## src/rtl/hall_pulse_filter.sv

```systemverilog
// hall_pulse_filter: per-channel hall input sync, glitch filter, rising-edge strobe, stall timer and optional period
// Define HALL_PERIOD_EN to build the per-channel period measurement; otherwise period_out/period_valid are tied to 0.
module hall_pulse_filter #(
    parameter int N_CHANNELS  = 6,
    parameter int FILT_CYCLES = 16,
    parameter int FILT_W      = 5,
    parameter int STALL_EXP2  = 20,
    parameter int PERIOD_W    = 24
) (
    input  logic                           clk,
    input  logic                           reset,
    input  logic [N_CHANNELS-1:0]          hall_in,
    output logic [N_CHANNELS-1:0]          pulse_out,
    output logic [N_CHANNELS-1:0]          edge_strobe,
    output logic [N_CHANNELS-1:0]          stall,
    output logic [N_CHANNELS*PERIOD_W-1:0] period_out,
    output logic [N_CHANNELS-1:0]          period_valid
);

    logic [N_CHANNELS-1:0] s1, s2;

    // two-flop synchroniser for the asynchronous hall inputs
    always_ff @(posedge clk) begin
        if (reset) begin
            s1 <= '0;
            s2 <= '0;
        end else begin
            s1 <= hall_in;
            s2 <= s1;
        end
    end

    for (genvar i = 0; i < N_CHANNELS; i++) begin : g_ch
        logic                  filt, strobe, flip;
        logic [FILT_W-1:0]     cnt;
        logic [STALL_EXP2-1:0] tmr;

        assign flip = (s2[i] != filt) && (cnt == FILT_W'(FILT_CYCLES - 1));

        // filter accepts a new level after FILT_CYCLES consecutive disagreeing samples; stall timer restarts on each rising edge
        always_ff @(posedge clk) begin
            if (reset) begin
                cnt    <= '0;
                filt   <= 1'b0;
                strobe <= 1'b0;
                tmr    <= '0;
            end else begin
                cnt    <= (s2[i] == filt || flip) ? '0 : cnt + 1'b1;
                filt   <= flip ? s2[i] : filt;
                strobe <= flip & s2[i];
                tmr    <= strobe ? '0 : (&tmr) ? tmr : tmr + 1'b1;
            end
        end

        assign pulse_out[i]   = filt;
        assign edge_strobe[i] = strobe;
        assign stall[i]       = &tmr;

`ifdef HALL_PERIOD_EN
        logic [PERIOD_W-1:0] pcnt, per;
        logic                armed, valid;

        // period counter is re-armed by every strobe; a stall invalidates history so two fresh edges are needed
        always_ff @(posedge clk) begin
            if (reset) begin
                pcnt  <= '0;
                per   <= '0;
                armed <= 1'b0;
                valid <= 1'b0;
            end else begin
                pcnt  <= strobe ? PERIOD_W'(1) : (&pcnt) ? pcnt : pcnt + 1'b1;
                per   <= strobe ? pcnt : per;
                armed <= strobe | (armed & ~stall[i]);
                valid <= strobe ? (armed & ~stall[i]) : (valid & ~stall[i]);
            end
        end

        assign period_out[i*PERIOD_W +: PERIOD_W] = per;
        assign period_valid[i]                    = valid;
`else
        assign period_out[i*PERIOD_W +: PERIOD_W] = '0;
        assign period_valid[i]                    = 1'b0;
`endif
    end

endmodule

```

## config.mk

```make
export PLATFORM = sky130hd
export DESIGN_NAME = hall_pulse_filter
export DESIGN_NICKNAME = d
export VERILOG_FILES = /design/src/rtl/hall_pulse_filter.sv
export SDC_FILE = /design/constraint.sdc
export NUM_CORES = 1
export LEC_CHECK = 0
export CORE_MARGIN = 5
export CORE_UTILIZATION = 30
export CTS_CLUSTER_SIZE = 24
export DETAILED_ROUTE_END_ITERATION = 12
export GPL_ROUTABILITY_DRIVEN = 0
export PLACE_DENSITY = 0.51
export SETUP_SLACK_MARGIN = 0.1
export SYNTH_ARGS = -nofsm -noshare
export SYNTH_HDL_FRONTEND = slang
export SYNTH_SLANG_ARGS = --single-unit
```

## constraint.sdc

```tcl
create_clock -name clk -period 3.6 [get_ports clk]
set_input_delay 0.72 -clock clk [delete_from_list [all_inputs] [get_ports clk]]
set_output_delay 0.72 -clock clk [all_outputs]
set_load 0.05 [all_outputs]
```

==> qor.yml <==
status: "finished clean"
critPathLaunchType: "flop"
htree_levels: 4
grt_max_degree: 40
synthesis.instances: 1112
crit_required_ns: 2.88
drc: 0
seqCellArea_um2: 3480
drt_iter0_drc: 308
final-hold-violation-count: 0
avgViaCountPerCell: 4.78
vias: 7321
port_buffers: 25
drt-total-wl_mm: 18.9
wl_per_cell_um: 12.4
min_path_type: "flop to flop"
tightestPinTransition_ns: 0.930
worst_slack_ns: 0.366
slew_headroom: 0.374
detail-route-antenna-nets: 0
hold_buffers: 0
clock_skew_ns: 0.0134
fin_crit_sh: 0.898
die_y_um: 188
maxSlewViolCount: 0
track_usage: 0.104
multi_input_area_um2: 5030
ctsRootBufferMaster: "clkbuf_16"
synth_edf_count: 0
antennaDiodeCount: 0
rsz0062_at_grt: "false"
area_delta_synth_final_pct: 6.55
core_area_um2: 31300
ys_seq_area_frac: 0.368
fill_cells: 3313
antenna_found_initial: 0
layout_min_cycle_time_ns: 3.23
clock_sinks: 174
grt_pass1_vias: 6551
start_util: 0.302
crit_arrival_ns: 2.51
async_flop_share: 0
power.density_nw_per_um2: 423
clk_path_buf_depth: 2
clk_latency_ns: 0.44
drtPass1Iterations: 7
nets: 1143
setup_violations: 0
io_pins: 176
cp-end-kind: "output pin"
die_area_um2: 35200
p_leak_nw: 3.54
fmax_ghz: 0.309
num_rows: 65
syn_avg_cell_area_um2: 8.51
ys_ff_latch: 174
grt_pass1_wl_mm: 31.4
synth_warnings: 0
clk_pin_slew_ns: 0.08
synth.cell_area_um2: 9460
overflow: 0
post-place-ws_ns: 0.624
synth_top_flop_cell: "dfxtp_1"
drive_above_1_share: 0.0628
vdd_drop_max_uv: 328
hpwl_mm: 13.3
cts_buffers: 17
cts_tree: "done"
maxCapViolations: 0
yosys.cell_types.count: 58
worst-path-max-fanout: 17
setup_tns_ns: 0
fp.dieW_um: 188
worstSetupPathType: "flop to output pin"
-- path summary, 6_finish.rpt --
check | start | endpoint | slack (ns) | depth (start not counted)
setup / recovery | g_ch[0].tmr[12] | stall[0] | 0.37 | 6
hold / removal | s1[4] | s2[4] | 0.44 | 1
setup reg to reg | g_ch[5].tmr[4] | g_ch[5].tmr[17] | 1.54 | 4
hold reg to reg | s1[4] | s2[4] | 0.44 | 1
-- flip-flops by register name, summed over array words and instances (netlist names) --
name,count
g_ch.tmr,120
g_ch.cnt,30
g_ch.filt,6
g_ch.strobe,6
s1,6
s2,6
-- power breakdown --
part	internal (mW)	leakage, nW	switching [mW]
clock network	0.933	0.289	0.907
logic	0.0428	1.84	0.405
registers	1.95	1.41	0.0271
-- layout make-up --
type	instances	area share
multi-input combinational	858	0.499
clock inverter	15	0.0161
clock buffer	17	0.0422
tap	402	0.0499
timing repair buffer	36	0.0355
inverter	30	0.0112
sequential	174	0.346
-- metrics by stage --
step | hold slack (ns) | cells | cell area (µm²) | power, mW | utilization
finish | 0.440 | 1532 | 10100 | 4.26 | 0.322
global placement | 0.418 | 1500 | 9490 | 2.46 | 0.303
global route | 0.459 | 1532 | 10100 | 4.43 | 0.322
CTS | 0.445 | 1532 | 10100 | 4.33 | 0.322
floorplan | 0.414 | 1261 | 10000 | 2.56 | -
detailed placement | 0.426 | 1500 | 9490 | 2.46 | 0.303
-- cell usage in the layout (no fill, tap or decap), types with 19 or more instances in the layout --
| cell | synthesis | layout |
|---|---|---|
| nand4_1 | 33 | 33 |
| o31ai_1 | 23 | 23 |
| nand3_1 | 59 | 59 |
| nor3_1 | 34 | 34 |
| a21oi_1 | 63 | 63 |
| a31oi_1 | 19 | 19 |
| clkdlybuf4s50_1 | 0 | 19 |
| dfxtp_1 | 174 | 174 |
| nand2_1 | 78 | 78 |
| conb_1 | 1 | 150 |
| mux2i_1 | 29 | 29 |
| o21ai_0 | 44 | 44 |
| nor4_1 | 22 | 22 |
| nor2_1 | 55 | 55 |
| inv_1 | 30 | 30 |
| or3_1 | 44 | 44 |
| or4_1 | 25 | 25 |
-- cell families after synthesis --
logic type / Yosys count / synth area share
AO/OA/AOI/OAI: 208 / 0.143
XOR/XNOR: 19 / 0.0176
adder cells (fa/ha/maj): 18 / 0.0238
buffers and inverters: 229 / 0.159
flip-flops: 174 / 0.368
multiplexers: 29 / 0.0307
other: 1 / 0.000396
AND/OR/NAND/NOR: 434 / 0.258
-- critical path, stage by stage (launching register included) --
cell	delay, ns
dfxtp_1	0.43
nand4_1	0.24
nor3_2	0.21
buf_4	0.24
nand2_1	0.12
inv_1	0.06
clkdlybuf4s50_1	0.79
-- what timing repair did --
item                                    in CTS  in global routing
endpoints found under the setup margin       0                  1
setup buffers                                0                  0
gates resized for setup                      0                  1
-- metal layers --
metal | track usage | vias up | routed length (µm)
met3 | 0.0236 | 19 | 727
met1 | 0.139 | 3391 | 9370
li1 | - | 3789 | -
met5 | 0 | - | 0
met2 | 0.166 | 122 | 8530
met4 | 0.0361 | 0 | 316
-- cell usage after synthesis, drive strengths merged (2+ instances only) --
cell,instances,area [µm²]
a311oi,3,26.3
o31a,5,45.0
a211oi,6,45.0
o41ai,4,35.0
nor2b,13,81.3
o211ai,4,30.0
a41oi,3,26.3
nor4bb,6,60.1
nand3,60,305
or4,25,188
nor3b,2,15.0
mux2i,29,290
nand2,78,293
a31oi,19,119
inv,30,113
o21a,6,45.0
o21ai,44,220
or2,11,68.8
and4b,2,20.0
xnor2,12,105
clkbuf,27,111
ha,18,225
o31ai,23,173
nand4,36,244
and2,3,18.8
or3,45,287
nor3,36,190
xor2,7,61.3
a21oi,63,315
buf,171,1260
a21boi,6,45.0
and3,17,106
nor2,55,206
a2111o,12,135
o2111ai,5,43.8
and4,17,149
nor4,26,188
dfxtp,174,3480
Power figures use the tool's default switching activity.
